<file path="src/rtl/rv32_imem_loader.sv">
// Boot loader: assembles a framed little-endian byte stream into 32-bit instruction
// memory writes and holds the core in reset until the image is complete. Optional
// frame checksum is compiled in with `define RV32_LOADER_CHECKSUM_EN (ADDR_WIDTH <= 15).
module rv32_imem_loader #(
    parameter int ADDR_WIDTH = 8
) (
    input  logic                  clk,
    input  logic                  reset,
    input  logic                  byte_valid_in,
    input  logic [7:0]            byte_in,
    output logic                  mem_write_out,
    output logic [ADDR_WIDTH-1:0] mem_addr_out,
    output logic [31:0]           mem_data_out,
    output logic                  busy_out,
    output logic                  done_out,
    output logic                  error_out,
    output logic                  core_reset_out
);

    typedef enum logic [2:0] {
        S_IDLE   = 3'd0,
        S_LEN_HI = 3'd1,
        S_DATA   = 3'd2,
        S_CSUM   = 3'd3,
        S_DONE   = 3'd4,
        S_ERROR  = 3'd5
    } state_e;

    localparam logic [16:0] MAX_WORDS = 17'd1 << ADDR_WIDTH;

    state_e                  state_q, state_d;
    logic [15:0]             len_q, len_d;
    logic [ADDR_WIDTH:0]     idx_q, idx_d;
    logic [1:0]              lane_q, lane_d;
    logic [23:0]             word_q, word_d;
    logic                    mem_write_q, mem_write_d;
    logic [ADDR_WIDTH-1:0]   mem_addr_q, mem_addr_d;
    logic [31:0]             mem_data_q, mem_data_d;
    logic                    busy_q, busy_d;
    logic                    done_q, done_d;
    logic                    error_q, error_d;
    logic                    core_reset_q, core_reset_d;

    logic [15:0]             n_s;
    logic                    len_bad_s;
    logic [ADDR_WIDTH:0]     idx_inc_s;
    logic                    last_word_s;
    logic                    write_fire_s;

`ifdef RV32_LOADER_CHECKSUM_EN
    logic [7:0]              csum_q, csum_d;

    function automatic logic [7:0] csum_add(input logic [7:0] acc, input logic [7:0] b);
        return acc + b;
    endfunction
`endif

    assign n_s         = {byte_in, len_q[7:0]};
    assign len_bad_s   = (n_s == 16'd0) || ({1'b0, n_s} > MAX_WORDS);
    assign idx_inc_s   = idx_q + {{ADDR_WIDTH{1'b0}}, 1'b1};
    assign last_word_s = ({{(15 - ADDR_WIDTH){1'b0}}, idx_inc_s} == len_q);

    // State, datapath and output registers
    always_ff @(posedge clk) begin
        if (reset) begin
            state_q      <= S_IDLE;
            len_q        <= 16'd0;
            idx_q        <= '0;
            lane_q       <= 2'd0;
            word_q       <= 24'd0;
            mem_write_q  <= 1'b0;
            mem_addr_q   <= '0;
            mem_data_q   <= 32'd0;
            busy_q       <= 1'b0;
            done_q       <= 1'b0;
            error_q      <= 1'b0;
            core_reset_q <= 1'b1;
`ifdef RV32_LOADER_CHECKSUM_EN
            csum_q       <= 8'd0;
`endif
        end else begin
            state_q      <= state_d;
            len_q        <= len_d;
            idx_q        <= idx_d;
            lane_q       <= lane_d;
            word_q       <= word_d;
            mem_write_q  <= mem_write_d;
            mem_addr_q   <= mem_addr_d;
            mem_data_q   <= mem_data_d;
            busy_q       <= busy_d;
            done_q       <= done_d;
            error_q      <= error_d;
            core_reset_q <= core_reset_d;
`ifdef RV32_LOADER_CHECKSUM_EN
            csum_q       <= csum_d;
`endif
        end
    end

    // Next-state and frame datapath
    always_comb begin
        state_d      = state_q;
        len_d        = len_q;
        idx_d        = idx_q;
        lane_d       = lane_q;
        word_d       = word_q;
        write_fire_s = 1'b0;
        case (state_q)
            S_IDLE: begin
                if (byte_valid_in) begin
                    len_d   = {8'd0, byte_in};
                    state_d = S_LEN_HI;
                end else begin
                    state_d = S_IDLE;
                end
            end
            S_LEN_HI: begin
                if (byte_valid_in) begin
                    len_d  = n_s;
                    idx_d  = '0;
                    lane_d = 2'd0;
                    if (len_bad_s) begin
                        state_d = S_ERROR;
                    end else begin
                        state_d = S_DATA;
                    end
                end else begin
                    state_d = S_LEN_HI;
                end
            end
            S_DATA: begin
                if (byte_valid_in) begin
                    lane_d = lane_q + 2'd1;
                    if (lane_q == 2'd3) begin
                        write_fire_s = 1'b1;
                        idx_d        = idx_inc_s;
                        if (last_word_s) begin
`ifdef RV32_LOADER_CHECKSUM_EN
                            state_d = S_CSUM;
`else
                            state_d = S_DONE;
`endif
                        end else begin
                            state_d = S_DATA;
                        end
                    end else begin
                        // Bytes enter at the top so b0 ends up lowest after three shifts
                        word_d = {byte_in, word_q[23:8]};
                    end
                end else begin
                    state_d = S_DATA;
                end
            end
`ifdef RV32_LOADER_CHECKSUM_EN
            S_CSUM: begin
                if (byte_valid_in) begin
                    if (csum_add(csum_q, byte_in) == 8'd0) begin
                        state_d = S_DONE;
                    end else begin
                        state_d = S_ERROR;
                    end
                end else begin
                    state_d = S_CSUM;
                end
            end
`endif
            S_DONE:  state_d = S_DONE;
            S_ERROR: state_d = S_ERROR;
            default: state_d = S_ERROR;
        endcase
    end

`ifdef RV32_LOADER_CHECKSUM_EN
    // Running modulo-256 sum over every byte belonging to the frame
    always_comb begin
        if (byte_valid_in && (state_q inside {S_IDLE, S_LEN_HI, S_DATA, S_CSUM})) begin
            csum_d = csum_add(csum_q, byte_in);
        end else begin
            csum_d = csum_q;
        end
    end
`endif

    // Outputs are decoded from the next state so they register alongside it
    always_comb begin
        mem_write_d  = write_fire_s;
        busy_d       = (state_d == S_LEN_HI) || (state_d == S_DATA) || (state_d == S_CSUM);
        done_d       = (state_d == S_DONE);
        error_d      = (state_d == S_ERROR);
        core_reset_d = (state_d != S_DONE);
        if (write_fire_s) begin
            mem_addr_d = idx_q[ADDR_WIDTH-1:0];
            mem_data_d = {byte_in, word_q};
        end else begin
            mem_addr_d = mem_addr_q;
            mem_data_d = mem_data_q;
        end
    end

    assign mem_write_out  = mem_write_q;
    assign mem_addr_out   = mem_addr_q;
    assign mem_data_out   = mem_data_q;
    assign busy_out       = busy_q;
    assign done_out       = done_q;
    assign error_out      = error_q;
    assign core_reset_out = core_reset_q;

endmodule

</file>
<file path="config.mk">
export PLATFORM = sky130hd
export DESIGN_NAME = rv32_imem_loader
export DESIGN_NICKNAME = d
export VERILOG_FILES = /design/src/rtl/rv32_imem_loader.sv
export SDC_FILE = /design/constraint.sdc
export NUM_CORES = 1
export LEC_CHECK = 0
export CORE_MARGIN = 10
export CORE_UTILIZATION = 42
export DETAILED_ROUTE_END_ITERATION = 6
export DONT_BUFFER_PORTS = 1
export PLACE_DENSITY_LB_ADDON = 0.1
export REMOVE_ABC_BUFFERS = 1
export SYNTH_ARGS = -nofsm -noshare
export SYNTH_HDL_FRONTEND = slang
export SYNTH_SLANG_ARGS = --single-unit
</file>
<file path="constraint.sdc">
create_clock -name clk -period 2.7 [get_ports clk]
set_clock_uncertainty 0.1 [all_clocks]
set_input_delay 0.135 -clock clk [delete_from_list [all_inputs] [get_ports clk]]
set_output_delay 0.135 -clock clk [all_outputs]
set_load 0.1 [all_outputs]
</file>
==> impl_metrics.ini, run 1 <==
[power]
seqPwrFrac_pct = 58.6
pwr-share-clk_pct = 35.8
ir_worst_vdd_mv = 0.324
switching_share_pct = 26.4
finalPower_mw = 2.58
power_density_mw_per_mm2 = 560
p_leak_nw = 1.62
internal_power_mw = 1.90
p_comb_share_pct = 5.6
p_sw_mw = 0.681

[placed_design]
dp.cells = 625
hpwl_microns = 6120
placed_cell_area_sq_mm = 0.00429
gp_congestion = 0.807
io_buffers = 0

[cells_and_area]
layout.cells.non_filler = 651
layout_common_cells = nand2_1, dfxtp_1, a21oi_1
layout-drive-gt1-share_pct = 13.9
layout_commonest_cell = nand2_1
final_cell_area_sq_mm = 0.00460
nets = 548
diodes = 0
syn2layout_area_growth_pct = 17.2

[grt]
grt_pass1_wl_microns = 15400
grtUsageTotal_pct = 14.2
antenna_found_initial = 0
grt_max_degree = 98
gr-total-overflow = 0
grt_pass1_vias = 3102

[die]
fp.dieH_microns = 117
io_pins = 56
die_area_sq_mm = 0.0136
die_w_microns = 117
start_util_pct = 42.9
core_sq_mm = 0.00915
rows = 35

[timing]
fin_setup_tns_ps = 0
worstMarginPinSlew_ps = 983
max_freq_mhz = 408
grt_setup_unrepaired = false
setup_viol = 0
maxSlewHeadroom_pct = 34.4
finalCritPeriodShare_pct = 90.7
fin_crit_ps = 2450
hold_violations = 0
slew_violations = 0
whs_ps = 17.5

[job]
cap_violations = 0

[synth]
synth_area_leaders = dfxtp_1, nand2_1, a21oi_1
synth-seq-area-share_pct = 50.5
syn_area_sq_mm = 0.00393
synth-main-ff-cell = dfxtp_1
synth.avg_cell_area_sq_um = 7.82
post-synth-top-area-cell = dfxtp_1
asyncSetResetFlopFracSynth_pct = 0
synth_edf_count = 0
synth_top_area_share_pct = 50.5
yosysUniqueCellTypes = 42
synth_seq_cells = 99
postSynthCellCount = 502
yosys_warnings = 0

[clock_tree]
clkSinkCount = 99
cts_tree = done
cts_buffers = 9
htree_levels = 3
clk_pin_slew_ps = 100
root_buffer = clkbuf_8
cts_resized = 0
clock_latency_ps = 370
clockBufferDepth = 2

[detailed_routing]
drt_iter0_drc = 294
wl_microns = 9540
final_antenna_net_count = 0
vias_per_cell = 5.14
drc = 0
route.vias.total = 3346
wl_per_cell_microns = 14.6
dr.pass1.iters = 4

[critical_path]
cp_cell_sequence = ha_1, and2_1, nand4_1, xnor2_1, nand4_1, or3_1, a221o_1
worstPathMaxFanout = 7
path_buf_inv = 0
cp.arrival_ps = 2610
critPathTopFamily = simple AND/OR/NAND/NOR gates
reg2reg_from = idx_q[0]$_SDFFE_PP0P_
max_stage_delay_ps = 460
r2r-end = core_reset_out$_SDFF_PP1_
path_class = flip-flop to flip-flop
crit_top_cell = nand4_1
startpoint_type = flip-flop
crit_slowest_cell = dfxtp_1
reg2reg_depth = 7
end_kind = flip-flop
ff2ff_setup_slack_ps = 250
cp.required_ps = 2860

[worst_hold_path]
holdPathEnd = busy_out$_SDFF_PP0_
min_from = byte_valid_in
hold_depth = 3
min-delay-path-class = input port to flip-flop

[outcome]
status = finished, final reports clean
[worst register-to-register path, cell delays in order, from the launching register on]
cell and delay [ps]:
dfxtp_1 460, ha_1 290, and2_1 260, nand4_1 210, xnor2_1 250, nand4_1 100
or3_1 350, a221o_1 330
[repair_timing]
item | in CTS | in global routing
setup buffers | 0 | 0
hold buffers | 10 | 0
hold endpoints to repair | 99 | 0
[per-stage QoR]
step	util [%]	setup slack, ps
2_1_floorplan	-	-1410
3_3_place_gp	46.9	376
3_5_place_dp	46.9	276
4_1_cts	50.3	241
5_1_grt	50.3	61.0
6_report	50.3	252
[power groups by stage]
stage / Combinational [mW] / Clock, mW / Sequential, mW
after floorplan: 0.0738 / 0 / 1.54
after global placement: 0.0970 / 0 / 1.54
after detailed placement: 0.0991 / 0 / 1.54
after CTS: 0.146 / 0.959 / 1.51
after global routing: 0.160 / 1.01 / 1.51
final: 0.145 / 0.922 / 1.51
[area by class of cell]
type / instances / area [sq um]
clock buffer: 9 / 124
fill: 897 / 4550
multi-input combinational: 367 / 1810
clock inverter: 7 / 65.1
tap: 111 / 139
timing repair buffer: 58 / 478
sequential: 99 / 1980
[synthesized netlist by cell type (2+ instances only)]
master / n
a211oi_1: 4
buf_2: 3
dfxtp_1: 99
nor2_1: 23
buf_1: 2
or3_1: 3
ha_1: 2
nand4_1: 3
clkbuf_1: 29
and2_1: 2
nand3_1: 13
xor2_1: 3
or4_4: 2
nor4_1: 3
nand2b_1: 4
xnor2_1: 9
mux2i_1: 3
nor2b_1: 3
a21o_1: 5
a21oi_1: 93
nor3_1: 11
nand2_1: 159
o21ai_0: 5
[cells by family after synthesis]
family | count (synthesis) | synth area share [%]
flops | 99 | 50.5
fa+ha+maj | 2 | 0.637
mux | 3 | 0.765
simple gates | 233 | 25.5
buf+inv | 36 | 3.66
compound gates | 117 | 16.3
xor+xnor | 12 | 2.68
[routing by layer]
| metal | wire (microns) | vias up | share of wire, % | GRT usage [%] |
|---|---|---|---|---|
| met1 | 4410 | 1549 | 46 | 18.6 |
| met5 | 0 | - | 0 | 0 |
| met2 | 4520 | 51 | 47 | 22.2 |
| li1 | - | 1744 | - | - |
| met4 | 43 | 0 | 0.45 | 5.27 |
| met3 | 562 | 2 | 5.9 | 3.18 |
[worst max-delay path by stage]
stage,start,endpoint,slack (ps),depth (start not counted)
finish,idx_q[0]$_SDFFE_PP0P_,core_reset_out$_SDFF_PP1_,250,7
global route,idx_q[0]$_SDFFE_PP0P_,core_reset_out$_SDFF_PP1_,60,7
CTS,idx_q[0]$_SDFFE_PP0P_,core_reset_out$_SDFF_PP1_,240,7
detailed placement,idx_q[0]$_SDFFE_PP0P_,core_reset_out$_SDFF_PP1_,280,7
global placement,idx_q[0]$_SDFFE_PP0P_,core_reset_out$_SDFF_PP1_,380,7
floorplan,lane_q[0]$_SDFFE_PP0P_,idx_q[5]$_SDFFE_PP0P_,-1410,7
[flip-flops by register name, indices dropped and copies added, names as in the netlist, 2 cells and up]
signal / cells
idx_q: 9
word_q: 24
lane_q: 2
len_q: 16
mem_data_out: 32
mem_addr_out: 8
state_q: 3
Note: power is estimated with default switching activity, not from simulation.
==> run 2, diff against run 1 <==
PLACE_DENSITY = 0.6   (was default)
PLACE_DENSITY_LB_ADDON = default   (was 0.1)
==> run 2 against run 1 <==
Compared with the run above: flip-flop and latch count did not move; design area fell by 0.22%; final cell count fell by 0.31%; maximum frequency rose by 0.36%; clock power barely moved; via count rose by 0.48%.
==> impl_metrics.ini, run 2 (synthesized netlist as in run 1, its figures left out) <==
[cells_and_area]
diodes = 0
nets = 546
layout_common_cells = nand2_1, dfxtp_1, a21oi_1
layout_commonest_cell = nand2_1
final_cell_area_sq_mm = 0.00459
layout-drive-gt1-share_pct = 13.4
largest_reg_flops = 32
syn2layout_area_growth_pct = 16.9

[outcome]
status = finished, final reports clean

[grt]
antenna_found_initial = 0
grtUsageTotal_pct = 14.2
gr-total-overflow = 0
grt_max_degree = 98
grt_pass1_wl_microns = 15600
grt_pass1_vias = 3145

[clock_tree]
cts_buffers = 9
root_buffer = clkbuf_8
htree_levels = 3
post_cts_buffers = 0
clkSinkCount = 99
ctsHoldBuffers = 11
cts_resized = 0
clk_pin_slew_ps = 100
clock_latency_ps = 370
clockBufferDepth = 2
cts_tree = done

[critical_path]
cp.required_ps = 2860
worstPathMaxFanout = 7
cp.arrival_ps = 2600
path_class = flip-flop to flip-flop
max_stage_delay_ps = 460
crit_slowest_cell = dfxtp_1
cp_cell_sequence = ha_1, and2_1, nand4_1, xnor2_1, nand4_1, or3_1, a221o_1
end_kind = flip-flop
crit_top_cell = nand4_1
startpoint_type = flip-flop

[timing]
grt_setup_unrepaired = false
hold_violations = 0
maxSlewHeadroom_pct = 35.1
max_freq_mhz = 410
finalCritPeriodShare_pct = 90.4
fin_setup_tns_ps = 0
whs_ps = 41.3
slew_violations = 0
worstMarginPinSlew_ps = 973
fin_crit_ps = 2440
setup_viol = 0

[placed_design]
gp_congestion = 0.843
hpwl_microns = 5890
io_buffers = 0
placed_cell_area_sq_mm = 0.00427

[job]
cap_violations = 0

[detailed_routing]
route.vias.total = 3362
wl_microns = 9400
drt_iter0_drc = 158
vias_per_cell = 5.18
drc = 0
dr.pass1.iters = 4
wl_per_cell_microns = 14.5
final_antenna_net_count = 0

[die]
die_w_microns = 117
start_util_pct = 42.9
io_pins = 56
die_area_sq_mm = 0.0136
fp.dieH_microns = 117
core_sq_mm = 0.00915
rows = 35

[worst_hold_path]
min-delay-path-class = input port to flip-flop

[power]
ir_worst_vdd_mv = 0.266
power_density_mw_per_mm2 = 561
p_leak_nw = 1.61
==> run 2: layout make-up <==
type,count,area (sq um)
fill,903,4560
sequential,99,1980
multi-input combinational,367,1810
timing repair buffer,56,465
tap,111,139
clock buffer,10,138
clock inverter,6,53.8
==> run 2: worst paths after layout <==
| check | start | endpoint | slack (ps) | depth (start not counted) |
|---|---|---|---|---|
| max reg2reg | idx_q[0]$_SDFFE_PP0P_ | core_reset_out$_SDFF_PP1_ | 260 | 7 |
| min reg2reg | word_q[4]$_SDFFE_PP0P_ | mem_data_out[4]$_SDFFE_PP0P_ | 360 | 2 |
| min | byte_valid_in | busy_out$_SDFF_PP0_ | 40 | 3 |
| max | idx_q[0]$_SDFFE_PP0P_ | core_reset_out$_SDFF_PP1_ | 260 | 7 |
==> run 2: through the flow <==
step / setup slack [ps] / cells / power [mW] / util (%)
after floorplan: -1410 / 466 / 1.62 / -
after global placement: 395 / 622 / 1.64 / 46.7
after detailed placement: 322 / 622 / 1.64 / 46.7
after CTS: 286 / 649 / 2.59 / 50.2
after global routing: 112 / 649 / 2.68 / 50.2
final: 260 / 649 / 2.57 / 50.2
==> run 2: report_power, final <==
part,total (mW),internal (mW),switching [mW]
registers,1.51,1.48,0.0395
clock network,0.923,0.377,0.546
logic,0.137,0.0566,0.0803
==> run 2: critical path: cells and delay by family, from the launching register on <==
kind / cells / cell delay [ps]
fa+ha+maj: 1 / 290
xor+xnor: 1 / 260
compound gates: 1 / 320
flops: 1 / 460
simple gates: 4 / 910
==> run 2: routing by layer <==
metal	GRT usage (%)	vias up	wire length, microns
li1	-	1747	-
met1	17.7	1548	4360
met2	22.6	56	4370
met3	4.42	11	519
met4	5.27	0	153
met5	0	-	0
==> run 3, diff against run 2 <==
PLACE_DENSITY = 0.59   (was 0.6)
==> run 3 against run 2 <==
Compared with the run above: sequential share of layout area up 0.19 points; first-iteration DRC count up 24%; die area unchanged; highest routed layer unchanged; register-to-register slack worse by 60 ps; worst hold slack worse by 21 ps; count of clock-buffer cells in the layout unchanged; design area down 0.44%.
==> impl_metrics.ini, run 3 (synthesized netlist as in run 1, its figures left out) <==
[outcome]
status = finished, final reports clean

[detailed_routing]
drt_iter0_drc = 196
drc = 0
final_antenna_net_count = 0
wl_microns = 9640
vias_per_cell = 5.12
route.vias.total = 3321
dr.pass1.iters = 4
wl_per_cell_microns = 14.9

[critical_path]
reg2reg_from = idx_q[0]$_SDFFE_PP0P_
max_stage_delay_ps = 460
cp_cell_sequence = ha_1, and2_1, nand4_1, xnor2_1, nand4_1, or3_1, a221o_1
cp.required_ps = 2850
worstPathMaxFanout = 7
startpoint_type = flip-flop
crit_top_cell = nand4_1
cp.arrival_ps = 2650
crit_start = idx_q[0]$_SDFFE_PP0P_
path_class = flip-flop to flip-flop
end_kind = flip-flop
crit_slowest_cell = dfxtp_1

[timing]
maxSlewHeadroom_pct = 35.0
slew_violations = 0
setup_slack_ps = 202
setup_viol = 0
fin_setup_tns_ps = 0
hold_violations = 0
max_freq_mhz = 400
whs_ps = 20.6
finalCritPeriodShare_pct = 92.5
grt_setup_unrepaired = false
worstMarginPinSlew_ps = 973
fin_crit_ps = 2500

[grt]
grt_max_degree = 98
antenna_found_initial = 0
grt_pass1_vias = 3123
grt_pass1_wl_microns = 15600
gr-total-overflow = 0
grtUsageTotal_pct = 14.3

[clock_tree]
root_buffer = clkbuf_8
clk_pin_slew_ps = 100
clockBufferDepth = 2
cts_resized = 0
clock_latency_ps = 360
cts_tree = done
clkSinkCount = 99
htree_levels = 3
cts_buffers = 9
post_cts_buffers = 0

[cells_and_area]
layout_commonest_cell = nand2_1
diodes = 0
nets = 546
layout.cells.non_filler = 649
fill_cells = 927
largest_reg_flops = 32
syn2layout_area_growth_pct = 16.4
seq_area_sq_mm = 0.00198
layout_common_cells = nand2_1, dfxtp_1, a21oi_1
layout-drive-gt1-share_pct = 13.4
multi_input_area_sq_mm = 0.00181

[placed_design]
dp.cells = 623
gp_congestion = 0.859
io_buffers = 0
pre_cts_ws_ps = 309
hpwl_microns = 6120

[die]
die_w_microns = 117
rows = 35
fp.dieH_microns = 117
start_util_pct = 42.9
die_area_sq_mm = 0.0136
io_pins = 56
core_sq_mm = 0.00915

[power]
power_density_mw_per_mm2 = 552
ir_worst_vdd_mv = 0.290
p_leak_nw = 1.60

[job]
cap_violations = 0

[worst_hold_path]
min-delay-path-class = input port to flip-flop
min_from = byte_valid_in
-- run 3: cell count changes in the layout (fill, tap and decap cells not counted), sizes merged --
cell | previous run | this run
buf | 46 | 47
clkinv | 2 | 1
clkinvlp | 1 | 2
dlygate4sd3 | 10 | 9
-- run 3: final timing paths --
path | slack, ps | endpoint | cells past startpoint
max | 200 | core_reset_out$_SDFF_PP1_ | 7
max reg2reg | 200 | core_reset_out$_SDFF_PP1_ | 7
min | 20 | busy_out$_SDFF_PP0_ | 3
min reg2reg | 360 | mem_data_out[7]$_SDFFE_PP0P_ | 2
-- run 3: per-stage QoR --
| step | utilization (%) | instance area, sq um | power, mW |
|---|---|---|---|
| floorplan | - | 3780 | 1.62 |
| global placement | 46.8 | 4280 | 1.64 |
| detailed placement | 46.8 | 4280 | 1.64 |
| CTS | 49.9 | 4570 | 2.56 |
| global route | 49.9 | 4570 | 2.63 |
| finish | 49.9 | 4570 | 2.52 |
-- run 3: cell type report --
type,count,share of cell area [%]
clock buffer,10,2.79
timing repair buffer,56,10.1
sequential,99,43.4
multi-input combinational,367,39.7
tap,111,3.04
clock inverter,6,1.01
-- run 3: power breakdown --
| group | leakage [nW] | internal, mW | total [mW] | switching [mW] |
|---|---|---|---|---|
| logic | 0.713 | 0.0575 | 0.143 | 0.0854 |
| clock network | 0.0837 | 0.344 | 0.871 | 0.527 |
| registers | 0.800 | 1.48 | 1.51 | 0.0348 |
-- run 3: per-layer routing --
layer | GRT usage, % | part of all wire (%) | vias to the layer above
met2 | 22.6 | 48 | 56
met4 | 5.93 | 1.2 | 0
met5 | 0 | 0 | -
met1 | 18.1 | 45 | 1514
li1 | - | - | 1743
met3 | 3.54 | 5.9 | 8
-- run 3: timing repair --
item / 4_1_cts / 5_1_grt
setup endpoints to repair: 0 / 0
hold buffers: 10 / 0
endpoints found under the hold margin: 99 / 0
-- run 3: worst max-delay path, delay by kind of cell (launching register included) --
kind,cells,cell delay (ps)
adder cells (fa/ha/maj),1,280
flip-flops,1,460
AND/OR/NAND/NOR,4,950
XOR/XNOR,1,280
AO/OA/AOI/OAI,1,330
